`src/rtl/mdu_pkg.sv`:
```
// Shared types and constants for the MDU divider arbiter.
// Operand records, the arbiter FSM encoding and the divide-by-zero quotient.
package mdu_pkg;

  localparam int MDU_DW = 32;

  // Quotient returned for x/0, matching the divider's own convention.
  localparam logic [MDU_DW-1:0] DIV_BY_ZERO_Q = '1;

  typedef struct packed {
    logic              sgn;
    logic [MDU_DW-1:0] z;
    logic [MDU_DW-1:0] d;
  } div_req_t;

  typedef struct packed {
    logic [MDU_DW-1:0] q;
    logic [MDU_DW-1:0] s;
  } div_res_t;

  typedef enum logic [1:0] {
    IDLE  = 2'd0,
    ISSUE = 2'd1,
    WAIT  = 2'd2
  } div_arb_state_e;

endpackage

```
`src/rtl/mdu_rr_arbiter.sv`:
```
// Two-input round-robin grant. The pointer moves only when both inputs
// contend, and then points away from the lane that was just granted.
module mdu_rr_arbiter (
  input  logic       clk,
  input  logic       rst,
  input  logic       en_i,
  input  logic [1:0] elig_i,
  output logic [1:0] gnt_o
);

  logic rr_q, rr_d;

  always_comb begin
    gnt_o = 2'b00;
    rr_d  = rr_q;
    if (en_i) begin
      case (elig_i)
        2'b01:   gnt_o = 2'b01;
        2'b10:   gnt_o = 2'b10;
        2'b11: begin
          gnt_o = rr_q ? 2'b10 : 2'b01;
          rr_d  = ~rr_q;
        end
        default: gnt_o = 2'b00;
      endcase
    end
  end

  always_ff @(posedge clk) begin
    if (rst) rr_q <= 1'b0;
    else     rr_q <= rr_d;
  end

endmodule

```
`src/rtl/mdu_div_arbiter.sv`:
```
// Shares one iterative divider between two issue lanes, parking each result per lane.
// Optional `DIV_RESULT_CACHE_EN adds a one-entry cache of the last divider result.
module mdu_div_arbiter
  import mdu_pkg::*;
#(
  parameter int LANES = 2,
  parameter int DW    = MDU_DW
) (
  input  logic                      clk,
  input  logic                      rst,
  input  logic [LANES-1:0]          req_valid_i,
  input  logic [LANES-1:0]          req_signed_i,
  input  logic [LANES-1:0][DW-1:0]  req_z_i,
  input  logic [LANES-1:0][DW-1:0]  req_d_i,
  output logic [LANES-1:0]          req_ready_o,
  input  logic [LANES-1:0]          flush_i,
  output logic [LANES-1:0]          res_valid_o,
  output logic [LANES-1:0][DW-1:0]  res_q_o,
  output logic [LANES-1:0][DW-1:0]  res_s_o,
  input  logic [LANES-1:0]          res_ready_i,
  output logic                      div_valid_o,
  input  logic                      div_ready_i,
  output logic                      div_signed_o,
  output logic [DW-1:0]             div_z_o,
  output logic [DW-1:0]             div_d_o,
  input  logic                      div_res_valid_i,
  output logic                      div_res_ready_o,
  input  logic [DW-1:0]             div_q_i,
  input  logic [DW-1:0]             div_s_i,
  output logic                      div_flush_o,
  output div_arb_state_e            dbg_state_o
);

  // Handshakes: a transfer happens on any cycle where valid & ready are both
  // high; valid never depends on ready, and once raised it holds until taken.

  div_arb_state_e             state_q, state_d;
  logic                       owner_q, owner_d;
  div_req_t                   op_q, op_d;
  logic                       div_flush_q, div_flush_d;
  logic [LANES-1:0]           res_valid_q, res_valid_d;
  logic [LANES-1:0][DW-1:0]   res_q_q, res_q_d;
  logic [LANES-1:0][DW-1:0]   res_s_q, res_s_d;

  logic [LANES-1:0] elig;
  logic [LANES-1:0] gnt;
  logic             gnt_any;
  logic             gnt_lane;
  div_req_t         gnt_req;
  logic             busy;
  logic             owner_flush;
  logic             div_done;
  logic             cache_hit;
  div_res_t         cache_res;
  logic             short_hit;
  div_res_t         short_res;

  assign busy        = (state_q != IDLE);
  assign owner_flush = busy & flush_i[owner_q];
  assign div_done    = (state_q == WAIT) & div_res_valid_i & ~owner_flush;

  always_comb begin
    for (int i = 0; i < LANES; i++) begin
      elig[i] = req_valid_i[i] & ~res_valid_q[i] & ~flush_i[i]
              & ~(busy & (owner_q == 1'(i)));
    end
  end

  mdu_rr_arbiter u_rr (
    .clk    (clk),
    .rst    (rst),
    .en_i   ((state_q == IDLE) & ~rst),
    .elig_i (elig),
    .gnt_o  (gnt)
  );

  assign gnt_any  = |gnt;
  assign gnt_lane = gnt[1];

  always_comb begin
    gnt_req     = '0;
    gnt_req.sgn = req_signed_i[gnt_lane];
    gnt_req.z   = req_z_i[gnt_lane];
    gnt_req.d   = req_d_i[gnt_lane];
  end

`ifdef DIV_RESULT_CACHE_EN
  logic     cache_valid_q;
  div_req_t cache_req_q;
  div_res_t cache_res_q;

  // Survives flushes on purpose: the entry describes a finished computation,
  // not any lane's in-flight state.
  always_ff @(posedge clk) begin
    if (rst) begin
      cache_valid_q <= 1'b0;
      cache_req_q   <= '0;
      cache_res_q   <= '0;
    end else if (div_done) begin
      cache_valid_q <= 1'b1;
      cache_req_q   <= op_q;
      cache_res_q   <= {div_q_i, div_s_i};
    end
  end

  assign cache_hit = cache_valid_q & (cache_req_q == gnt_req);
  assign cache_res = cache_res_q;
`else
  assign cache_hit = 1'b0;
  assign cache_res = '0;
`endif

  // Grants that can be answered without the divider complete in one cycle.
  always_comb begin
    short_hit = (gnt_req.d == '0) | cache_hit;
    short_res = cache_res;
    if (gnt_req.d == '0) begin
      short_res.q = DIV_BY_ZERO_Q;
      short_res.s = gnt_req.z;
    end
  end

  always_comb begin
    state_d     = state_q;
    owner_d     = owner_q;
    op_d        = op_q;
    div_flush_d = 1'b0;
    case (state_q)
      IDLE: begin
        if (gnt_any && !short_hit) begin
          state_d = ISSUE;
          owner_d = gnt_lane;
          op_d    = gnt_req;
        end
      end
      ISSUE: begin
        if (owner_flush) begin
          state_d     = IDLE;
          div_flush_d = 1'b1;
        end else if (div_ready_i) begin
          state_d = WAIT;
        end
      end
      WAIT: begin
        if (owner_flush) begin
          state_d     = IDLE;
          div_flush_d = 1'b1;
        end else if (div_res_valid_i) begin
          state_d = IDLE;
        end
      end
      default: state_d = IDLE;
    endcase
  end

  // Flush wins over every other update of a lane's result register.
  always_comb begin
    res_valid_d = res_valid_q;
    res_q_d     = res_q_q;
    res_s_d     = res_s_q;
    for (int i = 0; i < LANES; i++) begin
      if (flush_i[i]) begin
        res_valid_d[i] = 1'b0;
      end else if (gnt_any && short_hit && (gnt_lane == 1'(i))) begin
        res_valid_d[i] = 1'b1;
        res_q_d[i]     = short_res.q;
        res_s_d[i]     = short_res.s;
      end else if (div_done && (owner_q == 1'(i))) begin
        res_valid_d[i] = 1'b1;
        res_q_d[i]     = div_q_i;
        res_s_d[i]     = div_s_i;
      end else if (res_valid_q[i] && res_ready_i[i]) begin
        res_valid_d[i] = 1'b0;
      end
    end
  end

  always_ff @(posedge clk) begin
    if (rst) begin
      state_q     <= IDLE;
      owner_q     <= 1'b0;
      op_q        <= '0;
      div_flush_q <= 1'b0;
      res_valid_q <= '0;
      res_q_q     <= '0;
      res_s_q     <= '0;
    end else begin
      state_q     <= state_d;
      owner_q     <= owner_d;
      op_q        <= op_d;
      div_flush_q <= div_flush_d;
      res_valid_q <= res_valid_d;
      res_q_q     <= res_q_d;
      res_s_q     <= res_s_d;
    end
  end

  assign req_ready_o     = gnt;
  assign res_valid_o     = res_valid_q;
  assign res_q_o         = res_q_q;
  assign res_s_o         = res_s_q;
  assign div_valid_o     = (state_q == ISSUE);
  assign div_res_ready_o = (state_q == WAIT);
  assign div_signed_o    = op_q.sgn;
  assign div_z_o         = op_q.z;
  assign div_d_o         = op_q.d;
  assign div_flush_o     = div_flush_q;
  assign dbg_state_o     = state_q;

endmodule

```
`config.mk`:
```
export PLATFORM = sky130hd
export DESIGN_NAME = mdu_div_arbiter
export DESIGN_NICKNAME = d
export VERILOG_FILES = /design/src/rtl/mdu_pkg.sv /design/src/rtl/mdu_rr_arbiter.sv /design/src/rtl/mdu_div_arbiter.sv
export SDC_FILE = /design/constraint.sdc
export NUM_CORES = 1
export LEC_CHECK = 0
export ABC_AREA = 1
export CAP_MARGIN = 20
export CORE_AREA = 2 2 159 161
export CTS_CLUSTER_DIAMETER = 150
export DETAILED_ROUTE_END_ITERATION = 16
export DIE_AREA = 0 0 161 163
export MAX_ROUTING_LAYER = met4
export PLACE_DENSITY = 0.73
export SLEW_MARGIN = 20
export SYNTH_ARGS = -nofsm -noshare
export SYNTH_HDL_FRONTEND = slang
export SYNTH_SLANG_ARGS = --single-unit
```
`constraint.sdc`:
```
create_clock -name clk -period 3.3 [get_ports clk]
set_input_delay 0.495 -clock clk [delete_from_list [all_inputs] [get_ports clk]]
set_output_delay 0.495 -clock clk [all_outputs]
set_load 0.01 [all_outputs]
```
[Word level (Yosys, flattened, before mapping)]
Cells that the tools add are included.
Storage, ports and cells
  output and inout port bits: 202
  bits in registers: 200
  input bits: 204
Operators by class
  bitwise logic cells: 24
  multiplexer cells: 33
  reduce and logical (&&, ||, !) cells: 26
  magnitude comparators: 2
  eq/ne operators: 8
Operators by type and width (count)
  $mux 32: 12
  $mux 64: 1
  $logic_not 32->1: 1
  $mux 2: 7
  $and 1x1->1: 12
  $not 1->1: 12
  $pmux 2 s3: 2
  $mux 1: 11
  $reduce_or 2->1: 5
  $logic_and 1x1->1: 8
  $reduce_and 2->1: 4
  $eq 2x2->1 const B: 3
  $reduce_bool 2->1: 3
  $reduce_bool 3->1: 2
  $eq 2x1->1 const B: 2
  $lt 1x2->1 const B: 2
  $ne 3x1->1 const B: 1
  $ne 3x2->1 const B: 1
  $reduce_and 3->1: 1
  $logic_not 2->1: 1
  $ne 2x1->1 const B: 1
  $logic_not 1->1: 1

[Depth between registers and ports, before layout]
  word-level depth: 14
  mapped depth: 21
  mapped depth without buffers: 18

[Modules after synthesis]
From an unflattened synthesis, not the netlist that was laid out.
Unflattened totals
  cell total of the unflattened synthesis: 1565
  area, all modules: 9735.6 um^2
By module, submodules not included
  mdu_div_arbiter: times used 1, cells an instance 1554, sequential area each 3983.8 um^2, area an instance 9669.3 um^2
  mdu_rr_arbiter: times used 1, cells an instance 11, sequential area each 20.0 um^2, area an instance 66.3 um^2

[Worst setup path before layout]
OpenSTA, ideal clock, no wires.
  path kind: reg2reg
  start: register state_q[0] (netlist: dbg_state_o[0])
  end: register res_q_q (netlist bit res_q_o[10])
  slack: 0.634 ns
  period minus slack after synthesis: 2.666 ns
  arrival time: 2.534 ns
  setup time: 0.132 ns
  stages on the path, launching flop included: 20
  data required time: 3.168 ns
  cell sequence: dfxtp_1 inv_1 ha_1 inv_2 nand2_1 nand4_4 buf_2 nand3b_1 nand2_1 nand2_1 nor2_1 nand2_1 nor2_2 nand3_4 nand2_2 nand2_2 buf_6 buf_2 nand2_1 a21oi_1
On the way
  longest elaborated chain between the ends: 14
  elaborated cells between the ends (all ways): 31
  classes of those cells: 4 x eq/ne; 6 x mux; 12 x bitwise; 9 x reduce/logical
RTL lines
  start, declared: RTL line mdu_div_arbiter.sv:37  | div_arb_state_e state_q, state_d;
  start signal, assigned: RTL line mdu_div_arbiter.sv:188  | state_q <= state_d;
  $reduce_bool 2->1: RTL line mdu_div_arbiter.sv:58  | assign busy = (state_q != IDLE);
  $and 1x1->1: RTL line mdu_div_arbiter.sv:65  | & ~(busy & (owner_q == 1'(i)));
  $not 1->1: RTL line mdu_div_arbiter.sv:65
  $and 1x1->1: RTL line mdu_div_arbiter.sv:65
  $eq 2x2->1 or $eq 2x1->1 (tied branches): RTL line mdu_rr_arbiter.sv:17  | case (elig_i)
  $pmux 2 s3: RTL line mdu_rr_arbiter.sv:17
  $mux 2: RTL line mdu_rr_arbiter.sv:16  | if (en_i) begin
  $mux 32 (not written as such) (2 in a row): RTL line mdu_div_arbiter.sv:84  | gnt_req.d = req_d_i[gnt_lane];
  $logic_not 32->1: RTL line mdu_div_arbiter.sv:115, mdu_div_arbiter.sv:117
  $logic_and 1x1->1 (2 in a row): RTL line mdu_div_arbiter.sv:164  | end else if (gnt_any && short_hit && (gnt_lane == 1'(i))) begin
  $reduce_bool 2->1 (no source line)
  $reduce_and 2->1 (no source line)
  end signal, assigned: RTL line mdu_div_arbiter.sv:193  | res_q_q <= res_q_d;
  end, declared: RTL line mdu_div_arbiter.sv:42  | logic [LANES-1:0][DW-1:0] res_q_q, res_q_d;
Parallel ways exist; a longest one is shown, timed or not. The select of a mux whose other input is x is not followed.
A chain may end at the register's enable or synchronous reset.

[Worst setup path after layout]
  start: register state_q[0] (netlist: dbg_state_o[0])
  end: output req_ready_o[1]
On the way
  longest elaborated chain between the ends: 7
  elaborated cells between the ends (all ways): 14
  classes of those cells: 3 x eq/ne; 2 x mux; 7 x bitwise; 2 x reduce/logical
RTL lines
  $reduce_bool 2->1: RTL line mdu_div_arbiter.sv:58
  $and 1x1->1: RTL line mdu_div_arbiter.sv:65
  $not 1->1: RTL line mdu_div_arbiter.sv:65
  $and 1x1->1: RTL line mdu_div_arbiter.sv:65
  $eq 2x2->1 or $eq 2x1->1 (tied branches): RTL line mdu_rr_arbiter.sv:17
  $pmux 2 s3: RTL line mdu_rr_arbiter.sv:17
  $mux 2 (*): RTL line mdu_rr_arbiter.sv:16
  end, declared: RTL line mdu_div_arbiter.sv:15  | output logic [LANES-1:0] req_ready_o,
Mark *: on every way between the ends. The rest lies on a longest branch, timed or not.

==> impl_metrics.toml <==
[clocking]
ctsHtreeMaxLevel = 4
cts_tree = "yes"
worstSkewPairLatency_ps = 440
clk_pin_slew_ps = 80
numCtsBuffers = 17
cts_root_buf = "clkbuf_16"
clkSinkCount = 200
cts_hold_buf = 0
clockBufferDepth = 2

[worst_setup_path]
critPathSlowestCell = "clkdlybuf4s50_1"
path_max_fanout = 19
critical_path_class = "reg2out"
worst_setup_path_start_kind = "register"
crit_path_frequent_cell = "inv_2"
slowest_delay_ps = 550
required_ps = 2800
crit_path_end_kind = "output port"
crit_arrival_ps = 2610
crit_chain = "inv_1 > ha_2 > inv_2 > nand2_2 > nand4_4 > nand2_8 > buf_4 > inv_2 > buf_12 > clkdlybuf4s50_1"

[finish]
multiInputGateArea_um2 = 4950
regArea_um2 = 4000
drive_above_1_share_pct = 6.45
area_growth_pct = 52.6
fin_nets = 2180
fillers = 2318

[placed_design]
io_buffers = 405
place.gp.congestion = 0.918
hpwl_mm = 27.3
place_ws_ps = -89.8

[pwr]
p_total_mw = 5.89
powerDensity_nw_per_um2 = 384
irDropWorstVdd_v = 0.000272
leakagePower_nw = 6.99

[drt]
vias_per_cell = 4.91
drt_iter0_markers = 960
wl_per_cell_um = 16.1
finalWirelength_mm = 37.3
vias = 11400
ant_nets = 0
dr.pass1.iters = 6
route.detailed.drc = 0

[outcome]
status = "completed"

[global_route]
gr-usage-met1_pct = 33.7
grt_antenna_before_repair = 1
grt_most_used_layer = "met2"
grt_max_degree = 78
grt_pass1_vias = 10600
grt_use_met3_pct = 6.54
track_usage_pct = 28.6
grtUsageMet2_pct = 48.7
grt_overflow = 0
grt_pass1_wl_mm = 57.4

[timing]
maxSlewViolCount = 0
fin_crit_ps = 3110
fin_crit_sh_pct = 94.2
fmax_mhz = 322
skew_ps = 13.9
holdWs_ps = 463
setup_ws_ps = 190
relSlewSlack_pct = 46.9
worst-slew-pin-transition_ps = 796
setup_viol = 0
rsz0062_at_grt = "false"
hold_viol_final = 0

[hold_path]
hold_path.class = "reg2reg"

[yosys]
ys_ff_latch = 200
avgSynthCellArea_um2 = 6.30
yosysTopAreaCell = "dfxtp_1"
ys_seq_area_share_pct = 39.8
yosys.area_share.xor_xnor_pct = 0
synth_edf_count = 0
syn_inst = 1596
ys_types = 32
synth_compound_area_share_pct = 9.66
muxShareOfSynthArea_pct = 0
synth_fa_ha_area_share_pct = 0.373
synth-simple-area-share_pct = 38.6
syn_nets = 1803
yosysWarnings = 0
async_flop_share_pct = 0
syn_area_um2 = 10100
synth_top_family_by_area = "simple AND/OR/NAND/NOR gates"
synth_ff_type = "dfxtp_1"
synth_top_area_share_pct = 39.8
synth_most_common_cell = "nand2_1"
netlist_top_cells_count = "nand2_1, nor2_1, dfxtp_1"
synth.area.top_cells = "dfxtp_1, nand2_1, nor2_1"

[floorplanning]
die_h_um = 163
row_count = 58
initial_core_util_pct = 40.7
core_um2 = 24700
dieArea_um2 = 26200
dieWidth_um = 161
ioPinCount = 406

[job]
maxCapViolCount = 0
==> layer usage <==
metal / up-vias / wire [µm]
met5: - / 0
met4: 0 / 893
met3: 52 / 2930
met2: 488 / 18400
met1: 5172 / 15100
li1: 5661 / -
==> path summary, 6_finish.rpt <==
check / slack, ps / startpoint / cells past startpoint / end
min reg2reg: 460 / div_d_o[7] / 2 / div_d_o[7]
min: 460 / div_d_o[7] / 2 / div_d_o[7]
max: 190 / dbg_state_o[0] / 10 / req_ready_o[1]
max reg2reg: 330 / dbg_state_o[0] / 19 / res_q_o[55]
==> critical path, delay by kind of cell, from the launching register on <==
family        cells  cell delay (ps)
buf+inv           6             1180
flops             1              460
simple gates      3              300
fa+ha+maj         1              230
==> sequential cells by signal, indices dropped and copies added (netlist names), 2 cells and up <==
| register | flops |
|---|---|
| res_q_o | 64 |
| div_d_o | 32 |
| res_valid_o | 2 |
| dbg_state_o | 2 |
| res_s_o | 64 |
| div_z_o | 32 |
==> cell families (layout without fill, tap and decap cells) <==
group                      count (synthesis)  in the layout
AOI/OAI and AO/OA                        183            183
DFF                                      200            200
buffers and inverters                    272            662
and+or+nand+nor                          938            938
other                                      0              1
adders and majority gates                  3              3
==> metrics by stage <==
step	utilization, %	instances	instance area (µm²)	TNS [ps]
after floorplan	-	1596	10100	0
after global placement	59.3	2280	14600	-53.1
after detailed placement	59.3	2280	14600	-2160
after CTS	61.9	2312	15300	0
after global routing	62.2	2317	15300	0
final	62.2	2317	15300	0
==> what timing repair did <==
action,4_1_cts,5_1_grt
endpoints found under the setup margin,0,136
setup buffers,0,4
gates resized for setup,0,9
==> layout by cell type (no fill, tap or decap), types with 14 or more instances in the layout <==
master / count
a21oi_1: 62
buf_12: 17
buf_4: 38
clkbuf_16: 17
clkdlybuf4s50_1: 403
dfxtp_1: 200
inv_1: 161
nand2_1: 457
nand3_1: 96
nand3b_1: 24
nand4_1: 14
nor2_1: 317
o21ai_0: 100
or2_2: 15
==> area by class of cell <==
type | instances | share of cell area, %
timing repair buffer | 462 | 30.6
clock inverter | 14 | 1.32
multi-input combinational | 1124 | 32.3
tap | 330 | 2.69
sequential | 200 | 26.1
antenna | 1 | 0.0163
clock buffer | 18 | 2.86
inverter | 168 | 4.13
==> where the power goes <==
| part | total, mW | switching (mW) | internal (mW) | leakage, nW |
|---|---|---|---|---|
| clock network | 2.28 | 1.08 | 1.19 | 0.306 |
| registers | 2.54 | 0.0450 | 2.49 | 1.62 |
| logic | 1.07 | 0.521 | 0.552 | 5.06 |
| total | 5.89 | 1.65 | 4.24 | 6.99 |
No activity file was read; power rests on OpenSTA's default activity.
